===== src/rtl/inst_loader.sv =====
// UART program loader: word-count header, little-endian body, writes inst_mem.
// Optional trailing XOR checksum byte when INST_LOADER_CHECKSUM_EN is defined.
module inst_loader #(
  parameter int INST_MEM_WIDTH = 6
) (
  input  logic                      CLK,
  input  logic                      RST,
  input  logic                      start,
  input  logic                      abort,
  input  logic [7:0]                rx_data,
  input  logic                      rx_valid,
  output logic                      inst_we,
  output logic [INST_MEM_WIDTH-1:0] inst_addr,
  output logic [31:0]               inst_data,
  output logic                      busy,
  output logic                      done,
  output logic                      error,
  output logic [INST_MEM_WIDTH:0]   words_loaded
);

  localparam logic [32:0] CAP = 33'(1) << INST_MEM_WIDTH;

  typedef enum logic [2:0] {
    S_IDLE,
    S_HEADER,
    S_BODY,
`ifdef INST_LOADER_CHECKSUM_EN
    S_CHECK,
`endif
    S_DONE,
    S_ERROR
  } state_t;

`ifdef INST_LOADER_CHECKSUM_EN
  localparam state_t S_FIN = S_CHECK;
`else
  localparam state_t S_FIN = S_DONE;
`endif

  state_t                    r_state;
  state_t                    w_state_n;
  logic [1:0]                r_bcnt;
  logic [31:0]               r_shift;
  logic [INST_MEM_WIDTH:0]   r_count;
  logic [INST_MEM_WIDTH:0]   r_words;
  logic                      r_we;
  logic [INST_MEM_WIDTH-1:0] r_addr;
  logic [31:0]               r_data;
`ifdef INST_LOADER_CHECKSUM_EN
  logic [7:0]                r_csum;
`endif

  logic        w_busy;
  logic        w_start;
  logic        w_take;
  logic        w_wend;
  logic        w_last;
  logic [31:0] w_word;

  // Decode handshakes and the completed word (new byte lands in [31:24]).
  always_comb begin
    w_busy  = (r_state == S_HEADER) || (r_state == S_BODY)
`ifdef INST_LOADER_CHECKSUM_EN
              || (r_state == S_CHECK)
`endif
              ;
    w_start = start && !w_busy && !abort;
    w_take  = rx_valid && !abort
              && ((r_state == S_HEADER) || (r_state == S_BODY));
    w_wend  = w_take && (r_bcnt == 2'd3);
    w_word  = {rx_data, r_shift[31:8]};
    w_last  = (r_words + 1'b1) == r_count;
  end

  // Next-state logic: abort > start > rx byte.
  always_comb begin
    w_state_n = r_state;
    if (abort) begin
      w_state_n = S_IDLE;
    end else if (w_start) begin
      w_state_n = S_HEADER;
    end else if (rx_valid) begin
      unique case (r_state)
        S_HEADER: begin
          if (r_bcnt == 2'd3) begin
            if (w_word == 32'd0)
              w_state_n = S_FIN;
            else if ({1'b0, w_word} > CAP)
              w_state_n = S_ERROR;
            else
              w_state_n = S_BODY;
          end
        end
        S_BODY: begin
          if (r_bcnt == 2'd3 && w_last)
            w_state_n = S_FIN;
        end
`ifdef INST_LOADER_CHECKSUM_EN
        S_CHECK: begin
          if (rx_data == r_csum)
            w_state_n = S_DONE;
          else
            w_state_n = S_ERROR;
        end
`endif
        default: ;
      endcase
    end
  end

  // State register.
  always_ff @(posedge CLK) begin
    if (RST)
      r_state <= S_IDLE;
    else
      r_state <= w_state_n;
  end

  // Byte assembly, write strobe and counters.
  always_ff @(posedge CLK) begin
    if (RST) begin
      r_bcnt  <= '0;
      r_shift <= '0;
      r_count <= '0;
      r_words <= '0;
      r_we    <= 1'b0;
      r_addr  <= '0;
      r_data  <= '0;
`ifdef INST_LOADER_CHECKSUM_EN
      r_csum  <= '0;
`endif
    end else begin
      r_we <= 1'b0;
      if (abort) begin
        r_bcnt <= '0;
      end else if (w_start) begin
        r_bcnt  <= '0;
        r_words <= '0;
        r_addr  <= '0;
`ifdef INST_LOADER_CHECKSUM_EN
        r_csum  <= '0;
`endif
      end else if (w_take) begin
        r_shift <= w_word;
        r_bcnt  <= r_bcnt + 2'd1;
        if (r_state == S_HEADER && w_wend)
          r_count <= w_word[INST_MEM_WIDTH:0];
        if (r_state == S_BODY) begin
`ifdef INST_LOADER_CHECKSUM_EN
          r_csum <= r_csum ^ rx_data;
`endif
          if (w_wend) begin
            r_we    <= 1'b1;
            r_addr  <= r_words[INST_MEM_WIDTH-1:0];
            r_data  <= w_word;
            r_words <= r_words + 1'b1;
          end
        end
      end
    end
  end

  assign inst_we      = r_we;
  assign inst_addr    = r_addr;
  assign inst_data    = r_data;
  assign busy         = w_busy;
  assign done         = (r_state == S_DONE);
  assign error        = (r_state == S_ERROR);
  assign words_loaded = r_words;

endmodule


===== config.mk =====
export PLATFORM = sky130hd
export DESIGN_NAME = inst_loader
export DESIGN_NICKNAME = d
export VERILOG_FILES = /design/src/rtl/inst_loader.sv
export SDC_FILE = /design/constraint.sdc
export NUM_CORES = 1
export LEC_CHECK = 0
export CELL_PAD_IN_SITES_DETAIL_PLACEMENT = 1
export CELL_PAD_IN_SITES_GLOBAL_PLACEMENT = 1
export CORE_MARGIN = 2
export CORE_UTILIZATION = 28
export DETAILED_ROUTE_END_ITERATION = 10
export PLACE_DENSITY = 0.62
export SLEW_MARGIN = 5
export SYNTH_ARGS = -nofsm -noshare
export SYNTH_HDL_FRONTEND = slang
export SYNTH_SLANG_ARGS = --single-unit

===== constraint.sdc =====
create_clock -name CLK -period 5.73 [get_ports CLK]
set_clock_uncertainty 0.15 [all_clocks]
set_input_delay 1.4325 -clock CLK [delete_from_list [all_inputs] [get_ports CLK]]
set_output_delay 1.4325 -clock CLK [all_outputs]
set_load 0.03 [all_outputs]

# Yosys cells after proc, flatten, opt, wreduce, memory -nomap -nowiden
# Cells that the tools add are included.
[word_totals]
in_bits = 13
out_inout_bits = 49
ff_bits = 90
[classes]
add_sub_neg = 2
bitwise = 4
eq_ne = 10
n_mux = 16
n_lt_le_gt_ge = 1
n_reduce_logical = 26
[op_table]
columns = ["operator", "count"]
rows = [
  ["32-bit by 7-bit > comparator with 1-bit output (second input constant)", 1],
  ["32-bit logical NOT", 1],
  ["7-bit two-way mux", 4],
  ["6-bit two-way mux", 4],
  ["4-bit AND reduction", 4],
  ["3-bit two-way mux", 4],
  ["2-bit nonzero test", 5],
  ["7-bit by 1-bit adder with 7-bit output (second input constant)", 1],
  ["7-bit == test", 1],
  ["1-bit logical AND", 7],
  ["3-bit by 2-bit == test with 1-bit output (second input constant)", 2],
  ["3-bit by 2-bit != test with 1-bit output (second input constant)", 2],
  ["3-bit one-hot mux with 2 select lines", 1],
  ["5-bit AND reduction", 1],
  ["5-bit OR reduction", 1],
  ["2-bit by 1-bit != test with 1-bit output (second input constant)", 2],
  ["1-bit inverter", 4],
  ["3-bit by 1-bit == test with 1-bit output (second input constant)", 1],
  ["3-bit == test (second input constant)", 1],
  ["1-bit two-way mux", 3],
  ["3-bit AND reduction", 1],
  ["3-bit nonzero test", 1],
  ["3-bit OR reduction", 1],
  ["2-bit by 1-bit adder with 2-bit output (second input constant)", 1],
  ["4 further kinds", 5],
]

# Longest topological paths before layout
# Gate-level depths: netlist (run 1).
[logic_depth]
depth_word = 8
depth_mapped = 8
mapped_depth_nobuf = 6

# Worst setup path before layout (run 1)
# No wires, ideal clock.
[synth_path]
path_kind = "input -> register"
start = "input abort"
end = "register r_count[0]"
cell_stages = 6
arrival_ps = 2466
slack_ps = 2987
path_buffers = 2
required_time_ps = 5452
path_cell_list = "nor4b_1 -> buf_2 -> and3_1 -> buf_4 -> mux2i_1 -> nor2_1"
[synth_via]
elab_chain_cells = 6
[synth_lines]
columns = ["element", "line", "source"]
rows = [
  ["start: declaration", "9", "input logic abort,"],
  ["1-bit logical NOT", "67, 68", ""],
  ["1-bit logical AND", "68", "w_take = rx_valid && !abort"],
  ["1-bit logical AND", "69", "&& ((r_state == S_HEADER) || (r_state == S_BODY));"],
  ["1-bit logical AND", "70", "w_wend = w_take && (r_bcnt == 2'd3);"],
  ["1-bit logical AND", "146", "if (r_state == S_HEADER && w_wend)"],
  ["4-bit AND reduction (no line) *", "n/a", ""],
  ["end signal: assignment", "147", "r_count <= w_word[INST_MEM_WIDTH:0];"],
  ["end: declaration", "44", "logic [INST_MEM_WIDTH:0] r_count;"],
]
# Every way passes the cells marked *; elsewhere a longest branch is shown, timed or not.
# A chain may end at the register's enable or synchronous reset.

# Worst setup path after layout (run 1)
[layout_path]
start = "input rx_valid"
end = "register r_words[3], in the netlist words_loaded[3]"
[layout_via]
elab_chain_cells = 5
[layout_lines]
columns = ["element", "line", "source"]
rows = [
  ["start: declaration", "11", "input logic rx_valid,"],
  ["1-bit logical AND *", "68", ""],
  ["1-bit logical AND *", "69", ""],
  ["1-bit logical AND", "70", ""],
  ["2-bit nonzero test (no line)", "n/a", ""],
  ["4-bit AND reduction (no line) *", "n/a", ""],
  ["end signal: assignment", "156", "r_words <= r_words + 1'b1;"],
  ["end: declaration", "45", "logic [INST_MEM_WIDTH:0] r_words;"],
]
# Marked as above.

==> results of run 1 <==
final timing paths:
kind / start / end
max reg2reg: r_state[1]$_SDFFE_PP0P_ / words_loaded[3]$_SDFFE_PP0P_
max: rx_valid / words_loaded[3]$_SDFFE_PP0P_
min reg2reg: inst_data[18]$_SDFFE_PP0P_ / inst_data[18]$_SDFFE_PP0P_
min: inst_data[18]$_SDFFE_PP0P_ / inst_data[18]$_SDFFE_PP0P_
per-layer routing:
metal  vias up  global-route usage [%]  share of wire (%)
met2        38                    25.2                 50
met1      1324                    18.1                 46
li1       1376                       -                  -
met5         -                       0                  0
met3         6                    3.86                2.8
met4         0                    3.70               0.84
layout by cell type (no fill, tap or decap), types with 2 or more instances in the layout:
master / synthesis / final
a21oi_1: 42 / 42
a31oi_1: 2 / 2
and2_1: 2 / 2
and3_1: 2 / 2
buf_4: 3 / 4
clkbuf_1: 18 / 3
clkbuf_16: 0 / 9
clkbuf_8: 0 / 2
clkdlybuf4s50_1: 0 / 60
dfxtp_1: 82 / 82
ha_1: 2 / 2
mux2i_1: 32 / 32
nand2_1: 84 / 84
nand3_1: 8 / 8
nand4_1: 2 / 2
nor2_1: 45 / 45
nor3_1: 3 / 3
nor3b_1: 3 / 3
nor4_1: 7 / 7
o21ai_0: 4 / 4
or3_1: 2 / 2
xnor2_1: 11 / 11
xor2_1: 5 / 5
critical path: stages:
cell,delay [ns]
clkdlybuf4s50_1,0.55
nand2_1,0.13
or3_1,0.75
buf_4,0.40
or3_1,0.36
a21oi_1,0.14
power by group:
| group | internal (uW) | switching (uW) | total [uW] |
|---|---|---|---|
| registers | 571 | 1.06 | 572 |
| logic | 12.3 | 19.7 | 32.0 |
| clock network | 361 | 218 | 580 |
metrics by stage:
step                utilization [%]  instances  instance area, sq um  setup slack, ns  hold slack (ns)
floorplan                         -        378                  3250             2.99            0.294
global placement               34.9        561                  3970             1.73            0.298
detailed placement             34.9        561                  3970             1.69            0.300
CTS                            37.5        577                  4270             2.03            0.308
global route                   37.5        577                  4270             1.84            0.321
finish                         37.5        577                  4270             2.08            0.305
sequential cells by signal (all words and copies together) (netlist names):
signal and count:
words_loaded 7, r_state 3, r_bcnt 2, r_shift 24, inst_data 32, inst_addr 6, inst_we 1, r_count 7
kinds of logic after synthesis:
family / count (synthesis)
flops: 82
compound gates: 54
mux: 32
buf+inv: 26
simple gates: 166
fa+ha+maj: 2
xor+xnor: 16
area by class of cell:
type | count | area, sq um
Clock buffer | 14 | 264
Timing Repair Buffer | 65 | 636
Tap cell | 143 | 179
Sequential cell | 82 | 1640
Inverter | 1 | 3.75
Clock inverter | 2 | 35.0
Multi-Input combinational cell | 270 | 1510
Fill cell | 1336 | 7100
==> reports/results.ini, run 1 <==
[timing]
fmax_mhz = 274
setup_viol = 0
rsz0062_at_grt = no
hold_viol = 0
fin_crit_sh_pct = 63.8
relSlewSlack_pct = 31.5
setup_tns_ns = 0
fin_crit_ns = 3.65
slew_viol_final = 0
worst_pin_slew_ns = 1.03

[drt]
viasPerCell = 4.76
post_drt_wl_per_cell_um = 15.2
vias = 2744
remaining_drc_errors = 0
firstDrtPassIters = 4
ant_nets = 0
drt_iter0_drc = 77
wirelength_um = 8760

[placement]
gp_congestion = 0.739
io_buffer_count = 61
dpl.hpwl_um = 6070

[logic_synthesis]
synth_top_area_share_pct = 50.5
netlist_area_sq_um = 3250
ys.flop_type = dfxtp_1
post_synth_fa_ha_maj_area_fraction_pct = 0.770
synth_warnings = 0
synth_top_cells_by_count = nand2_1, dfxtp_1, nor2_1, a21oi_1, mux2i_1
synth-seq-cells = 82
yosys-top-cells-area = dfxtp_1, mux2i_1, nand2_1, a21oi_1, nor2_1
yosysTopAreaCell = dfxtp_1
synth.most_common_cell = nand2_1
synthesis.nets = 393
yosysUniqueCellTypes = 36
synth_xor_area_share_pct = 4.31
postSynth.asyncResetShare_pct = 0
synthMuxAreaShare_pct = 9.85
synth_compound_area_share_pct = 9.00
yosysSeqAreaShare_pct = 50.5
syn_inst = 378
synth_simple_gate_area_share_pct = 22.1
synth_top_family_by_area = simple AND/OR/NAND/NOR gates
synth-edff-count = 0
avgSynthCellArea_sq_um = 8.60

[power]
power_density_nw_per_um2 = 277
peakVddDrop_v = 0.000131
p_total_uw = 1180
p_leak_uw = 0.00139

[finish]
drive_gt1_share_pct = 5.07
antenna_cells = 0
fin_nets = 444
syn_to_final_growth_pct = 31.2

[grt]
gr-total-overflow = 0
grt_max_degree = 40
grt_pass1_wl_um = 14600
grt_pass1_vias = 2946
antenna_found_initial = 0
grtUsageTotal_pct = 14.6

[critical_path]
crit_type = primary input to flip-flop
reg2reg_slack_ns = 2.92
crit_path_max_fanout = 29
cp.arrival_ns = 3.76
required_ns = 5.84
critPathLaunchType = primary input
reg2reg_depth = 5
worstSetupEndpointType = flip-flop

[clocking]
post_cts_buffers = 0
cts_sinks = 82
numCtsBuffers = 9
clock_path_buffers = 2
cts_tree = yes
h-tree-depth = 3
path_clk_slew_ns = 0.06
clock_latency_ns = 0.33
cts-resized-gates = 0
root_buffer = clkbuf_16
holdBufCountCts = 0

[job]
drv_cap = 0

[floorplanning]
io_pins = 62
die_h_um = 112
dieArea_sq_um = 12500
placementRows = 39
initial_core_util_pct = 28.6
coreArea_sq_um = 11400
die_w_um = 112

[run_status]
status = completed

[hold_path]
min_path_type = flip-flop to flip-flop
hold_depth = 2

(Power assumes the default switching activity.)
==> run 2: changes to the inputs <==
==> constraint.sdc (replaced) <==
create_clock -name CLK -period 3.7 [get_ports CLK]
set_clock_uncertainty 0.15 [all_clocks]
set_input_delay 0.925 -clock CLK [delete_from_list [all_inputs] [get_ports CLK]]
set_output_delay 0.925 -clock CLK [all_outputs]
set_load 0.03 [all_outputs]
==> reports/results.ini, run 2 (same netlist as run 1, synthesis figures left out) <==
[run_status]
status = completed  ; unchanged

[clocking]
clock_path_buffers = 2  ; unchanged
cts_tree = yes  ; unchanged
path_clk_slew_ns = 0.06  ; about the same
cts-resized-gates = 0  ; unchanged
numCtsBuffers = 9  ; unchanged
post_cts_buffers = 0  ; unchanged
holdBufCountCts = 0  ; unchanged
clock_latency_ns = 0.33  ; about the same
cts_sinks = 82  ; unchanged
h-tree-depth = 3  ; unchanged
root_buffer = clkbuf_16  ; unchanged

[timing]
fin_crit_ns = 2.89
worst_pin_slew_ns = 0.820  ; was 1.03 ns
rsz0062_at_grt = no  ; unchanged
fin_crit_sh_pct = 78.2
slew_viol_final = 0  ; unchanged
relSlewSlack_pct = 44.8  ; was 31.5%
fmax_mhz = 346
holdWs_ns = 0.305  ; about the same
hold_viol = 0  ; unchanged
setup_tns_ns = 0  ; unchanged
setup_viol = 0  ; unchanged

[floorplanning]
placementRows = 39  ; unchanged
coreArea_sq_um = 11400  ; unchanged
die_h_um = 112  ; unchanged
dieArea_sq_um = 12500  ; unchanged
die_w_um = 112  ; unchanged
io_pins = 62  ; unchanged
initial_core_util_pct = 28.6  ; unchanged

[finish]
antenna_cells = 0  ; unchanged
drive_gt1_share_pct = 5.30  ; was 5.07%
mostFrequentLayoutCells = nand2_1, dfxtp_1, clkdlybuf4s50_1, nor2_1, a21oi_1  ; unchanged
layout_commonest_cell = nand2_1  ; unchanged
syn_to_final_growth_pct = 30.7  ; was 31.2%
final_cells = 577  ; unchanged
fillers = 1336  ; unchanged
largest_register_ffs = 32  ; unchanged
fin_nets = 445  ; was 444

[critical_path]
reg2reg_slack_ns = 1.45  ; was 2.92 ns
cp.arrival_ns = 1.82  ; was 3.76 ns
crit_path_max_fanout = 8  ; was 29
worstSetupEndpointType = primary output  ; was flip-flop
critPathLaunchType = flip-flop  ; was primary input
crit_type = flip-flop to primary output  ; was primary input to flip-flop
required_ns = 2.62  ; was 5.84 ns

[drt]
post_drt_wl_per_cell_um = 15.1  ; was 15.2 um
wirelength_um = 8730  ; was 8760 um
firstDrtPassIters = 4  ; unchanged
drt_iter0_drc = 56  ; was 77
vias = 2779  ; was 2744
ant_nets = 0  ; unchanged
viasPerCell = 4.82  ; was 4.76
remaining_drc_errors = 0  ; unchanged

[grt]
grtUsageTotal_pct = 14.2  ; was 14.6%
gr-total-overflow = 0  ; unchanged
grt_pass1_wl_um = 14300  ; was 14600 um
grt_max_degree = 65  ; was 40
antenna_found_initial = 0  ; unchanged
grt_pass1_vias = 2807  ; was 2946

[placement]
gp_congestion = 0.737  ; was 0.739
dpl.hpwl_um = 6110  ; was 6070 um
io_buffer_count = 61  ; unchanged
placedCellCount = 562  ; was 561

[power]
power_density_nw_per_um2 = 417  ; was 277 nW/um^2
p_leak_uw = 0.00138  ; was 0.00139 uW
peakVddDrop_v = 0.000190  ; was 0.000131 V
p_total_uw = 1770  ; was 1180 uW

[hold_path]
min_path_type = flip-flop to flip-flop  ; unchanged

[job]
drv_cap = 0  ; unchanged

-- run 2: changes by cell type in the layout (fill, tap and decap cells not counted) --
cell / previous run / this run
bufinv_16: 1 / 0
clkinvlp_4: 0 / 1
buf_4: 4 / 5
clkbuf_1: 3 / 2
-- run 2: metal layers --
| metal | track usage, % | routed length, um | vias to the layer above |
|---|---|---|---|
| li1 | - | - | 1372 |
| met1 | 18.3 | 4150 | 1356 |
| met2 | 23.9 | 4230 | 38 |
| met3 | 3.10 | 260 | 13 |
| met4 | 3.95 | 90 | 0 |
| met5 | 0 | 0 | - |
-- run 2: worst paths after layout --
check	end	startpoint	cells after the start
setup / recovery	error	r_state[2]$_SDFFE_PP0P_	3
hold reg to reg	inst_data[14]$_SDFFE_PP0P_	inst_data[14]$_SDFFE_PP0P_	2
setup reg to reg	words_loaded[3]$_SDFFE_PP0P_	r_state[1]$_SDFFE_PP0P_	5
hold / removal	inst_data[14]$_SDFFE_PP0P_	inst_data[14]$_SDFFE_PP0P_	2
-- run 2: per-stage QoR --
stage / util, % / instance area, sq um / setup WS [ns]
2_1_floorplan: - / 3250 / 1.46
3_3_place_gp: 35.0 / 3980 / 0.792
3_5_place_dp: 35.0 / 3980 / 0.739
4_1_cts: 37.4 / 4250 / 0.793
5_1_grt: 37.4 / 4250 / 0.690
6_report: 37.4 / 4250 / 0.806
-- run 2: worst max-delay path: stages (launching register included) --
cell and delay [ns]:
dfxtp_1 0.47, inv_1 0.13, nor3_1 0.18, clkdlybuf4s50_1 0.71
-- run 2: cell type report --
cell class / count / area [sq um] / area share, %
clock buffers: 13 / 260 / 6.12
clock inverters: 2 / 12.5 / 0.294
flip-flops and latches: 82 / 1640 / 38.6
well taps: 143 / 179 / 4.21
multi-input cells: 270 / 1510 / 35.5
repair buffers: 66 / 643 / 15.1
inverters: 1 / 3.75 / 0.0883
-- run 2: report_power, final --
group / internal [uW] / switching, uW / total [uW]
clock: 487 / 349 / 836
combinational: 19.1 / 30.7 / 49.7
sequential: 884 / 1.76 / 886
==> run 3: changes to the inputs <==
--- a/config.mk
+++ b/config.mk
@@ -10,7 +10,7 @@
 export CORE_MARGIN = 2
 export CORE_UTILIZATION = 28
 export DETAILED_ROUTE_END_ITERATION = 10
-export PLACE_DENSITY = 0.62
+export PLACE_DENSITY = 0.64
 export SLEW_MARGIN = 5
 export SYNTH_ARGS = -nofsm -noshare
 export SYNTH_HDL_FRONTEND = slang
==> constraint.sdc (replaced) <==
create_clock -name CLK -period 2.37 [get_ports CLK]
set_clock_uncertainty 0.15 [all_clocks]
set_input_delay 0.5925 -clock CLK [delete_from_list [all_inputs] [get_ports CLK]]
set_output_delay 0.5925 -clock CLK [all_outputs]
set_load 0.03 [all_outputs]
==> reports/results.ini, run 3 (same netlist as run 1, synthesis figures left out) <==
[run_status]
status = completed  ; unchanged

[critical_path]
crit_type = flip-flop to primary output  ; unchanged
path_cells = xnor2_1 -> nor2_1 -> dlygate4sd2_1  ; was inv_1 -> nor3_1 -> clkdlybuf4s50_1
worstSetupEndpointType = primary output  ; unchanged
cp.arrival_ns = 1.55  ; was 1.82 ns
required_ns = 1.63  ; was 2.62 ns
slowest_delay_ns = 0.46  ; was 0.71 ns
cp_slowest_cell = dfxtp_1  ; was clkdlybuf4s50_1
crit_path_max_fanout = 8  ; unchanged
critPathLaunchType = flip-flop  ; unchanged

[placement]
dp_slack_ns = -0.0849  ; was 0.739 ns
dpl.hpwl_um = 6840  ; was 6110 um
gp_congestion = 0.799  ; was 0.737
placedCellCount = 585  ; was 562
io_buffer_count = 61  ; unchanged

[finish]
largest_register_ffs = 32  ; unchanged
fillers = 1319  ; was 1336
layout_commonest_cell = nand2_1  ; unchanged
seqCellArea_sq_um = 1640  ; unchanged
antenna_cells = 0  ; unchanged
mostFrequentLayoutCells = nand2_1, dfxtp_1, clkdlybuf4s50_1, nor2_1, a21oi_1  ; unchanged
fin_nets = 468  ; was 445
multiInputGateArea_sq_um = 1510  ; unchanged
syn_to_final_growth_pct = 38.6  ; was 30.7%
final_cells = 600  ; was 577
drive_gt1_share_pct = 10.3  ; was 5.30%

[timing]
fin_crit_ns = 2.29
slew_viol_final = 0  ; unchanged
setup_viol = 0  ; unchanged
worst_slack_ns = 0.0753  ; was 0.806 ns
fin_crit_sh_pct = 96.8
relSlewSlack_pct = 63.2  ; was 44.8%
rsz0062_at_grt = no  ; unchanged
fmax_mhz = 436
hold_viol = 0  ; unchanged
worst_pin_slew_ns = 0.546  ; was 0.820 ns

[drt]
wirelength_um = 9240  ; was 8730 um
post_drt_wl_per_cell_um = 15.4  ; was 15.1 um
drt_iter0_drc = 82  ; was 56
vias = 2856  ; was 2779
ant_nets = 0  ; unchanged
viasPerCell = 4.76  ; was 4.82
remaining_drc_errors = 0  ; unchanged
firstDrtPassIters = 4  ; unchanged

[floorplanning]
die_h_um = 112  ; unchanged
coreArea_sq_um = 11400  ; unchanged
dieArea_sq_um = 12500  ; unchanged
initial_core_util_pct = 28.6  ; unchanged
placementRows = 39  ; unchanged
io_pins = 62  ; unchanged
die_w_um = 112  ; unchanged

[power]
power_density_nw_per_um2 = 631  ; was 417 nW/um^2
peakVddDrop_v = 0.000332  ; was 0.000190 V
p_leak_uw = 0.00155  ; was 0.00138 uW
p_total_uw = 2840  ; was 1770 uW

[grt]
grt_pass1_wl_um = 15200  ; was 14300 um
grt_pass1_vias = 2997  ; was 2807
antenna_found_initial = 0  ; unchanged
gr-total-overflow = 0  ; unchanged
grt_max_degree = 37  ; was 65
grtUsageTotal_pct = 15.3  ; was 14.2%

[clocking]
clock_path_buffers = 2  ; unchanged
h-tree-depth = 3  ; unchanged
clock_latency_ns = 0.34  ; was 0.33 ns
root_buffer = clkbuf_16  ; unchanged
post_cts_buffers = 0  ; unchanged
numCtsBuffers = 9  ; unchanged
path_clk_slew_ns = 0.06  ; about the same
cts_tree = yes  ; unchanged
cts_sinks = 82  ; unchanged

[job]
drv_cap = 0  ; unchanged

[hold_path]
min_path_type = flip-flop to flip-flop  ; unchanged

-- run 3: cell types whose count changed in the layout (fill, tap and decap cells not counted) --
cell             change
clkbuf_2             +1
clkinvlp_4           -1
buf_4               +17
dlymetal6s2s_1       +1
bufinv_16            +1
clkinv_2             +1
clkdlybuf4s50_1      -4
buf_12               +6
clkbuf_8             -1
dlygate4sd2_1        +2
-- run 3: path summary, 6_finish.rpt --
| check | start | endpoint | slack [ns] | depth (start not counted) |
|---|---|---|---|---|
| worst min register to register | inst_data[6]$_SDFFE_PP0P_ | inst_data[6]$_SDFFE_PP0P_ | 0.31 | 2 |
| worst min-delay path | inst_data[6]$_SDFFE_PP0P_ | inst_data[6]$_SDFFE_PP0P_ | 0.31 | 2 |
| worst max register to register | r_state[1]$_SDFFE_PP0P_ | words_loaded[4]$_SDFFE_PP0P_ | 0.15 | 6 |
| worst max-delay path | r_state[1]$_SDFFE_PP0P_ | busy | 0.08 | 3 |
-- run 3: worst max-delay path, delay by kind of cell, from the launching register on --
kind | cells | cell delay (ns)
flip-flops | 1 | 0.46
buffers and inverters | 1 | 0.42
XOR/XNOR | 1 | 0.17
AND/OR/NAND/NOR | 1 | 0.16
-- run 3: metrics by stage --
step	instance area, sq um	setup TNS [ns]	util (%)	hold WS [ns]
after CTS	4510	0	39.6	0.309
after floorplan	3250	0	-	0.294
after global routing	4510	0	39.6	0.324
after detailed placement	4220	-0.165	37.2	0.300
final	4510	0	39.6	0.305
after global placement	4220	-0.0434	37.2	0.295
-- run 3: power by group --
| group | internal (uW) | switching [uW] | leakage (uW) | total, uW |
|---|---|---|---|---|
| clock | 836 | 534 | 0.000142 | 1370 |
| sequential | 1380 | 2.87 | 0.000660 | 1380 |
| combinational | 41.4 | 49.0 | 0.000751 | 90.4 |
-- run 3: area by class of cell --
type	count	share of cell area, %
multi-input combinational	270	33.5
tap	143	3.97
clock buffer	12	5.47
clock inverter	3	0.889
sequential	82	36.4
inverter	1	0.0833
timing repair buffer	89	19.7
-- run 3: per-layer routing --
| layer | track usage [%] | share of wire, % | vias up |
|---|---|---|---|
| met2 | 26.7 | 50 | 43 |
| met1 | 18.5 | 45 | 1379 |
| met4 | 5.68 | 1.7 | 0 |
| li1 | - | - | 1422 |
| met5 | 0 | 0 | - |
| met3 | 3.32 | 3.1 | 12 |
-- run 3: what timing repair did --
| action | 4_1_cts | 5_1_grt |
|---|---|---|
| hold endpoints to repair | 0 | 0 |
| hold buffers | 0 | 0 |
| setup endpoints to repair | 3 | 2 |
| gates resized for setup | 3 | 4 |
